`src/rtl/program_loader.sv`:
```
// program_loader: byte-stream boot loader for the CPU instruction memory.
// Accepts packets of the form MAGIC, count[7:0], count[15:8], little-endian
// payload words, checksum byte. Each completed payload word is written to
// pc_mem, and the CPU is held in reset until a packet is accepted with a
// good checksum.
// Optional feature: define LOADER_TIMEOUT_EN to abort a packet to ERROR when
// no byte arrives for TIMEOUT_CYCLES cycles while a packet is in progress.
module program_loader #(
  parameter int          ADDR_W         = 13,
  parameter int          BASE_ADDR      = 0,
  parameter int          MAX_WORDS      = 8192,
  parameter logic [7:0]  MAGIC          = 8'hA5,
  parameter int          TIMEOUT_CYCLES = 1000000
) (
  input  logic              clk,
  input  logic              reset_low,
  input  logic [7:0]        rx_data,
  input  logic              rx_valid,
  output logic              rx_ready,
  output logic              mem_we,
  output logic [ADDR_W-1:0] mem_addr,
  output logic [31:0]       mem_wdata,
  output logic              cpu_hold,
  output logic              load_done,
  output logic              load_error,
  output logic [15:0]       words_loaded
);

  typedef enum logic [2:0] {
    IDLE, CNT_LO, CNT_HI, DATA, CHECK, DONE, ERROR
  } state_t;

  localparam logic [ADDR_W-1:0] BASE = ADDR_W'(BASE_ADDR);

  state_t      state, state_next;
  logic        ready_q;
  logic [15:0] count;
  logic [7:0]  sum;
  logic [1:0]  byte_idx;
  logic [23:0] shift;

  logic        accept;
  logic        is_magic;
  logic [7:0]  sum_plus;
  logic        last_word;
  logic        count_too_big;
  logic        count_zero;
  logic        timeout_hit;

  assign rx_ready      = ready_q;
  assign accept        = rx_valid & ready_q;
  assign is_magic      = (rx_data == MAGIC);
  assign sum_plus      = sum + rx_data;
  assign last_word     = ((words_loaded + 16'd1) == count);
  assign count_too_big = ({1'b0, rx_data, count[7:0]} > 17'(MAX_WORDS));
  assign count_zero    = ({rx_data, count[7:0]} == 16'd0);

`ifdef LOADER_TIMEOUT_EN
  logic [31:0] idle_cnt;
  logic        timer_active;

  assign timer_active = (state == CNT_LO) || (state == CNT_HI) ||
                        (state == DATA)   || (state == CHECK);
  assign timeout_hit  = timer_active && !accept &&
                        (idle_cnt == 32'(TIMEOUT_CYCLES - 1));

  // Inter-byte gap counter: restarts on each accepted byte, runs only mid-packet
  always_ff @(posedge clk) begin
    if (!reset_low) begin
      idle_cnt <= 32'd0;
    end else if (accept) begin
      idle_cnt <= 32'd0;
    end else if (timer_active) begin
      idle_cnt <= idle_cnt + 32'd1;
    end
  end
`else
  logic unused_timeout;
  assign unused_timeout = (TIMEOUT_CYCLES != 0);
  assign timeout_hit    = 1'b0;
`endif

  // State register
  always_ff @(posedge clk) begin
    if (!reset_low) begin
      state <= IDLE;
    end else begin
      state <= state_next;
    end
  end

  // Next-state decode on accepted bytes, plus status outputs derived from state
  always_comb begin
    state_next = state;
    cpu_hold   = 1'b1;
    load_done  = 1'b0;
    load_error = 1'b0;
    case (state)
      IDLE:   if (accept && is_magic) state_next = CNT_LO;
      CNT_LO: if (accept) state_next = CNT_HI;
      CNT_HI: begin
        if (accept) begin
          if (count_too_big)   state_next = ERROR;
          else if (count_zero) state_next = CHECK;
          else                 state_next = DATA;
        end
      end
      DATA:   if (accept && (byte_idx == 2'd3) && last_word) state_next = CHECK;
      CHECK:  if (accept) state_next = (sum_plus == 8'd0) ? DONE : ERROR;
      DONE: begin
        cpu_hold  = 1'b0;
        load_done = 1'b1;
        if (accept && is_magic) state_next = CNT_LO;
      end
      ERROR: begin
        load_error = 1'b1;
        if (accept && is_magic) state_next = CNT_LO;
      end
      default: state_next = IDLE;
    endcase
    if (timeout_hit) state_next = ERROR;
  end

  // Datapath: count capture, word assembly, checksum and the memory write strobe
  always_ff @(posedge clk) begin
    if (!reset_low) begin
      ready_q      <= 1'b0;
      mem_we       <= 1'b0;
      mem_addr     <= BASE;
      mem_wdata    <= 32'd0;
      words_loaded <= 16'd0;
      count        <= 16'd0;
      sum          <= 8'd0;
      byte_idx     <= 2'd0;
      shift        <= 24'd0;
    end else begin
      ready_q <= 1'b1;
      mem_we  <= 1'b0;
      if (accept) begin
        case (state)
          IDLE, DONE, ERROR: begin
            if (is_magic) begin
              words_loaded <= 16'd0;
              sum          <= 8'd0;
              byte_idx     <= 2'd0;
            end
          end
          CNT_LO: count[7:0]  <= rx_data;
          CNT_HI: count[15:8] <= rx_data;
          DATA: begin
            sum      <= sum_plus;
            byte_idx <= byte_idx + 2'd1;
            if (byte_idx == 2'd3) begin
              mem_we       <= 1'b1;
              mem_wdata    <= {rx_data, shift};
              mem_addr     <= BASE + ADDR_W'(words_loaded);
              words_loaded <= words_loaded + 16'd1;
            end else begin
              shift <= {rx_data, shift[23:8]};
            end
          end
          default: ;
        endcase
      end
    end
  end

endmodule
```
`config.mk`:
```
export PLATFORM = sky130hd
export DESIGN_NAME = program_loader
export DESIGN_NICKNAME = d
export VERILOG_FILES = /design/src/rtl/program_loader.sv
export SDC_FILE = /design/constraint.sdc
export NUM_CORES = 1
export LEC_CHECK = 0
export ABC_CLOCK_PERIOD_IN_PS = 4000
export BUFFER_PORTS_ARGS = -buffer_cell sky130_fd_sc_hd__clkbuf_2
export CAP_MARGIN = 20
export CORE_MARGIN = 1.5
export CORE_UTILIZATION = 45
export CTS_BUF_LIST = sky130_fd_sc_hd__clkbuf_16
export CTS_CLUSTER_DIAMETER = 50
export DETAILED_ROUTE_END_ITERATION = 10
export HOLD_SLACK_MARGIN = 0.12
export PLACE_DENSITY = 0.66
export SLEW_MARGIN = 0
export SYNTH_ARGS = -nofsm -noshare
export SYNTH_HDL_FRONTEND = slang
export SYNTH_SLANG_ARGS = --single-unit
```
`constraint.sdc`:
```
create_clock -name clk -period 4 [get_ports clk]
set_clock_uncertainty 0.15 [all_clocks]
set_input_delay 1.2 -clock clk [delete_from_list [all_inputs] [get_ports clk]]
set_output_delay 1.2 -clock clk [all_outputs]
set_load 0.005 [all_outputs]
```
==> flow_metrics.tcl, run 1 <==
set metrics [dict create \
    status "complete, no violations" \
    period_needed_ps 3194 \
    synthToLayoutAreaGrowth_pct 19.11 \
    dieHeight_um 114.5 \
    finalSetupViolations 0 \
    drc 0 \
    synth_top_area_cell "dfxtp_1" \
    r2r-start "words_loaded[0]$_SDFFE_PN0P_" \
    core-area_um2 12060 \
    wl_per_cell_um 15.73 \
    worstPathCellList "clkbuf_2 > or4_4 > o22ai_1 > a32oi_1 > nor4_1 > a41oi_1 > a21oi_1 > o2bb2ai_1" \
    maxSlewHeadroom 0.4202 \
    crit_type "in2reg" \
    dr.pass1.iters 5 \
    antenna_found_initial 0 \
    synth.top_cell.area_share 0.4153 \
    nets 758 \
    die_area_um2 13100 \
    via_per_inst 5.359 \
    final_cells 917 \
    crit_path_end_kind "flop" \
    vias 4914 \
    ys_async_sr_fraction 0 \
    cp-endpoint "state[0]$_SDFFE_PN0P_" \
    ys_types 59 \
    grt_pass1_vias 4645 \
    syn_nets 694 \
    slowest_stage "or4_4" \
    ir_drop_uv 186.3 \
    worstSetupStartpoint "rx_data[1]" \
    drtIter0Drc 339 \
    synth_edf_count 0 \
    yosys-top-cells-count "nand2_1, dfxtp_1, a21boi_0, nor2b_1, clkbuf_1" \
    io_buffers 76 \
    crit_required_ps 4150 \
    arrival_ps 3340 \
    drv_slew 0 \
    tns_ps 0 \
    hp-class "reg2reg" \
    post_cts_buffers 0 \
    io_pins 77 \
    numCtsBuffers 17 \
    dp_worst_setup_slack_ps 379.9 \
    dp_hpwl_um 9962 \
    place_congestion 0.8857 \
    routed_wl_um 14430 \
    start_util 0.4636 \
    p_per_area_nw_per_um2 402.1 \
    crit_path_max_fanout 7 \
    synth_most_common_cell "nand2_1" \
    path_buf_inv 1 \
    h-tree-depth 4 \
    syn_area_um2 5592 \
    fin_util 0.5522 \
    synth-main-ff-cell "dfxtp_1" \
    drive_gt1_frac 0.1696 \
    maxCapViolCount 0 \
    finalWorstSetupSlack_ps 806.4 \
    reg2regPathDepth 7 \
    dpl.cell_count 885 \
    clkSinkCount 116 \
    cts_hold_buf 0 \
    grt_overflow_total 0 \
    yosys-top-cells-area "dfxtp_1, nand2_1, a21boi_0" \
    path_delay_family "simple AND/OR/NAND/NOR gates" \
    leakage_nw 2.411 \
    cp.depth 8 \
    synthCells 672 \
    syn_avg_cell_area_um2 8.321 \
    clk_path_buf_depth 2 \
    grt_max_degree 46 \
    worstMarginPinSlew_ps 865.0 \
    ctsResizeCount 0 \
    worstSetupStartpointType "input pin" \
    root_buffer "clkbuf_16" \
    clk_latency_ps 410 \
    grt_pass1_wl_um 23530 \
    hold_ws_ps 309.7 \
    seq_area_frac_synth 0.4153 \
    cts_tree "done" \
    route.antenna.remaining_nets 0 \
    max_freq_ghz 0.3131 \
    r2r_slack_ps 890 \
    rsz0062_at_grt "no" \
    slowest_delay_ps 590 \
    fillCellCount 1148 \
    finalCritPeriodShare 0.7984 \
    rr_endpoint "state[0]$_SDFFE_PN0P_" \
    row_count 40 \
    hold_viol 0 \
    diodes 0 \
    dieWidth_um 114.5 \
    yosys_register_bits 116 \
    yosys_warnings 0 \
    grt_usage 0.2308 \
    clk_pin_slew_ps 50 \
]
## routing by layer
layer  track usage  wire length [um]  up-vias
met5             0                 0        -
met4        0.1025               216        0
met3       0.04711               704       17
met2        0.3581              6805      137
met1        0.3106              6700     2326
li1              -                 -     2434
## registers in the layout (all words and copies together), names as in the netlist
signal / count
shift: 24
mem_we: 1
state: 3
mem_addr: 13
words_loaded: 16
mem_wdata: 32
byte_idx: 2
count: 16
sum: 8
rx_ready: 1
## cell usage in the layout, fill, tap and decap left out, drive strengths merged, types with 3 or more instances in the layout
master,n
a21oi,13
o211ai,4
and2,6
o21ai,17
nand4,8
buf,15
nor3,19
a22oi,7
or3,4
nor2b,31
a31oi,3
nor4,5
nor3b,3
clkbuf,93
mux2i,18
o21a,9
nand2,169
ha,9
clkinvlp,4
and3,5
nor2,19
clkinv,7
a21boi,81
dfxtp,116
inv,8
xnor2,19
xor2,8
nand3,14
## per-stage QoR
step           total power [mW]  instance area, um^2
2_1_floorplan             1.229                 5592
3_3_place_gp              1.256                 6093
3_5_place_dp              1.257                 6093
4_1_cts                   2.699                 6660
5_1_grt                   2.762                 6660
6_report                  2.678                 6660
## report_power, final
group / internal [mW] / total, mW / leakage [nW] / switching (mW)
Clock: 0.906 / 1.45 / 0.269 / 0.540
Combinational: 0.0298 / 0.0732 / 1.21 / 0.0434
Sequential: 1.16 / 1.16 / 0.934 / 0.00191
Total: 2.09 / 2.68 / 2.41 / 0.585
## worst min-delay path, stage by stage (launching register included)
cell and delay, ps:
dfxtp_1 300, nand2_1 40, a21boi_0 60
## cell families (layout without fill, tap and decap cells)
kind of cell,after synthesis,count (layout),share of synthesized area
buffers and inverters,52,129,0.04005
muxes,18,18,0.03222
AOI/OAI and AO/OA,154,154,0.1971
adders and majority gates,11,11,0.02730
xor gates and xnor gates,27,27,0.04229
DFF,116,116,0.4153
and+or+nand+nor,294,294,0.2457
## final cells by class
| class | instances | area (um^2) | share of cell area |
|---|---|---|---|
| clock buffer | 17 | 425.4 | 0.06387 |
| clock inverter | 15 | 141.4 | 0.02123 |
| inverter | 6 | 22.52 | 0.003382 |
| multi-input combinational | 504 | 3045 | 0.4573 |
| sequential | 116 | 2322 | 0.3487 |
| tap | 168 | 210.2 | 0.03156 |
| timing repair buffer | 91 | 493.0 | 0.07402 |
## worst min path at each step
stage | startpoint | end | cells after the start
finish | mem_wdata[6]$_SDFFE_PN0P_ | mem_wdata[6]$_SDFFE_PN0P_ | 2
global route | mem_addr[10]$_SDFFE_PN0P_ | mem_addr[10]$_SDFFE_PN0P_ | 2
CTS | shift[2]$_SDFFE_PN0P_ | shift[2]$_SDFFE_PN0P_ | 2
detailed placement | shift[2]$_SDFFE_PN0P_ | shift[2]$_SDFFE_PN0P_ | 2
global placement | mem_wdata[6]$_SDFFE_PN0P_ | mem_wdata[6]$_SDFFE_PN0P_ | 2
floorplan | shift[0]$_SDFFE_PN0P_ | mem_wdata[0]$_SDFFE_PN0P_ | 2
No activity file was read; power rests on OpenSTA's default activity.
==> inputs of run 2 (changes only) <==
--- a/config.mk
+++ b/config.mk
@@ -5,7 +5,8 @@
 export SDC_FILE = /design/constraint.sdc
 export NUM_CORES = 1
 export LEC_CHECK = 0
-export ABC_CLOCK_PERIOD_IN_PS = 4000
+export ABC_AREA = 1
+export ABC_CLOCK_PERIOD_IN_PS = 2700
 export BUFFER_PORTS_ARGS = -buffer_cell sky130_fd_sc_hd__clkbuf_2
 export CAP_MARGIN = 20
 export CORE_MARGIN = 1.5
@@ -14,7 +15,7 @@
 export CTS_CLUSTER_DIAMETER = 50
 export DETAILED_ROUTE_END_ITERATION = 10
 export HOLD_SLACK_MARGIN = 0.12
-export PLACE_DENSITY = 0.66
+export PLACE_DENSITY = 0.69
 export SLEW_MARGIN = 0
 export SYNTH_ARGS = -nofsm -noshare
 export SYNTH_HDL_FRONTEND = slang
==> constraint.sdc (replaced) <==
create_clock -name clk -period 2.7 [get_ports clk]
set_clock_uncertainty 0.15 [all_clocks]
set_input_delay 0.81 -clock clk [delete_from_list [all_inputs] [get_ports clk]]
set_output_delay 0.81 -clock clk [all_outputs]
set_load 0.005 [all_outputs]
==> run 2 against run 1 <==
The flow now finishes with violations (design-rule violations). Clock power grew 67%. First-iteration DRC count down 7.4%. Utilization rose by 2.2 points. Clock-buffer cell count unchanged. Hold slack improved by 9.7 ps. Synthesized area shrank 4.1%. Sequential power grew 47%. Setup slack got worse by 580 ps. Design area is 0.71% lower. Combinational power rose by 61%. Wire length shrank 4.1%.
==> flow_metrics.tcl, run 2 <==
set metrics [dict create \
    status "finished, violations left" \
    violations "design-rule violations" \
    wl_per_cell_um 13.66 \
    nets 879 \
    dp_hpwl_um 9803 \
    p_per_area_nw_per_um2 643.1 \
    rsz0062_at_grt "no" \
    clk_path_buf_depth 2 \
    clk_latency_ps 410 \
    grt_usage 0.2244 \
    yosys_register_bits 116 \
    slowest_delay_ps 440 \
    root_buffer "clkbuf_16" \
    syn_nets 795 \
    worstMarginPinSlew_ps 642.6 \
    power_frac_comb 0.028 \
    ys_types 35 \
    largest_register_ffs 32 \
    drive_gt1_frac 0.1667 \
    final_common_cell "nor2_1" \
    io_pins 77 \
    period_needed_ps 2473 \
    maxSlewHeadroom 0.5716 \
    drv_slew 0 \
    io_buffers 76 \
    ys_async_sr_fraction 0 \
    grt_pass1_vias 4904 \
    worstPathCellList "clkbuf_2 > ha_1 > fa_1 > xor2_1 > nor3_1 > nand3_1 > nor2_1 > nand3_1 > nand2_1 > nand2_1 > nand2_1 > nand3_1 > nand2_1 > nor2_1" \
    top_register "mem_wdata" \
    drc 16 \
    yosys_warnings 0 \
    hp-class "reg2reg" \
    multi_input_area_um2 2658 \
    synth.top_cell.area_share 0.4331 \
    via_per_inst 5.212 \
    die_area_um2 12580 \
    finalSetupViolations 0 \
    dieWidth_um 112.2 \
    seq_area_frac_synth 0.4331 \
    reg.largest.list "mem_wdata: 32 flops, shift: 24 flops" \
    h-tree-depth 4 \
    yosys-top-cells-area "dfxtp_1, nor2_1, nand2_1" \
    synth_edf_count 0 \
    slowest_stage "fa_1" \
    grt_max_degree 46 \
    power.switching_mw 0.8702 \
    grt_pass1_wl_um 23090 \
    synth_most_common_cell "nor2_1" \
    start_util 0.4656 \
    route.antenna.remaining_nets 0 \
    core-area_um2 11520 \
    finalCritPeriodShare 0.9159 \
    tns_ps 0 \
    leakage_nw 3.001 \
    ir_drop_uv 430.8 \
    max_freq_ghz 0.4044 \
    clkSinkCount 116 \
    seqPwrFrac 0.403 \
    p_int_mw 3.382 \
    cts_hold_buf 0 \
    layout.cells.most_common_list "nor2_1, nand2_1, dfxtp_1, o21ai_0, clkbuf_2" \
    antenna_found_initial 0 \
    dr.pass1.iters 8 \
    maxCapViolCount 0 \
    cts_tree "done" \
    regArea_um2 2322 \
    fillCellCount 1084 \
    place_congestion 0.8508 \
    power.total_mw 4.252 \
    dieHeight_um 112.2 \
    crit_path_end_kind "flop" \
    row_count 39 \
    clkPwrFrac 0.569 \
    grt_overflow_total 0 \
    routed_wl_um 13840 \
    drtIter0Drc 314 \
    crit_path_max_fanout 3 \
    numCtsBuffers 17 \
    post_cts_buffers 0 \
    arrival_ps 2630 \
    synth_top_area_cell "dfxtp_1" \
    hold_ws_ps 319.4 \
    syn_avg_cell_area_um2 6.936 \
    clk_pin_slew_ps 60 \
    netSwitchingFraction 0.2046 \
    crit_type "in2reg" \
    vias 5280 \
    diodes 0 \
    ctsResizeCount 0 \
    worstSetupStartpointType "input pin" \
    syn_area_um2 5361 \
    crit_top_cell "nand2_1" \
    yosys-top-cells-count "nor2_1, nand2_1, dfxtp_1, o21ai_0, a21oi_1" \
    crit_required_ps 2850 \
    hold_viol 0 \
    fin_util 0.5742 \
    synth-main-ff-cell "dfxtp_1" \
    synthCells 773 \
    synthToLayoutAreaGrowth_pct 23.34 \
]
==> run 2: cells by family after synthesis <==
kind of cell | share of synthesized area
XOR/XNOR | 0.01237
AO/OA/AOI/OAI | 0.1564
buffers and inverters | 0.07118
AND/OR/NAND/NOR | 0.2985
adder cells (fa/ha/maj) | 0.02847
flip-flops | 0.4331
==> run 2: power groups by stage <==
stage | sequential (mW) | clock [mW] | combinational, mW
after floorplan | 1.75 | 0 | 0.0615
after global placement | 1.75 | 0 | 0.115
after detailed placement | 1.75 | 0 | 0.116
after CTS | 1.71 | 2.44 | 0.117
after global routing | 1.71 | 2.52 | 0.131
final | 1.71 | 2.42 | 0.118
==> run 2: metrics by stage <==
step	setup WS (ps)	cells	cell area, um^2
global placement	-133.9	981	5973
floorplan	128.3	773	5361
CTS	235.6	1013	6613
finish	227.0	1013	6613
detailed placement	-190.2	981	5973
global route	68.19	1013	6613
==> run 2: final cells by class <==
cell class,count,share of cell area
Multi-Input combinational cell,558,0.4019
Tap cell,143,0.02706
Clock buffer,17,0.06433
Timing Repair Buffer,97,0.08515
Inverter,67,0.03803
Sequential cell,116,0.3512
Clock inverter,15,0.03236
==> run 2: critical path, delay by kind of cell <==
kind / cells / cell delay, ps
AND/OR/NAND/NOR: 10 / 840
adder cells (fa/ha/maj): 2 / 670
XOR/XNOR: 1 / 200
buffers and inverters: 1 / 100
==> run 2: path summary, 6_finish.rpt <==
check / start / endpoint / slack [ps] / cells after the start
worst min register to register: sum[4]$_SDFFE_PN0P_ / sum[4]$_SDFFE_PN0P_ / 320 / 2
worst max-delay path: rx_data[0] / state[1]$_SDFFE_PN0P_ / 230 / 14
worst min-delay path: sum[4]$_SDFFE_PN0P_ / sum[4]$_SDFFE_PN0P_ / 320 / 2
worst max register to register: words_loaded[0]$_SDFFE_PN0P_ / state[0]$_SDFFE_PN0P_ / 360 / 14
==> run 2: per-layer routing <==
| metal | part of all wire | track usage | up-vias |
|---|---|---|---|
| li1 | - | - | 2689 |
| met1 | 0.47 | 0.2944 | 2432 |
| met2 | 0.47 | 0.3706 | 140 |
| met3 | 0.051 | 0.04590 | 19 |
| met4 | 0.014 | 0.07595 | 0 |
| met5 | 0 | 0 | - |
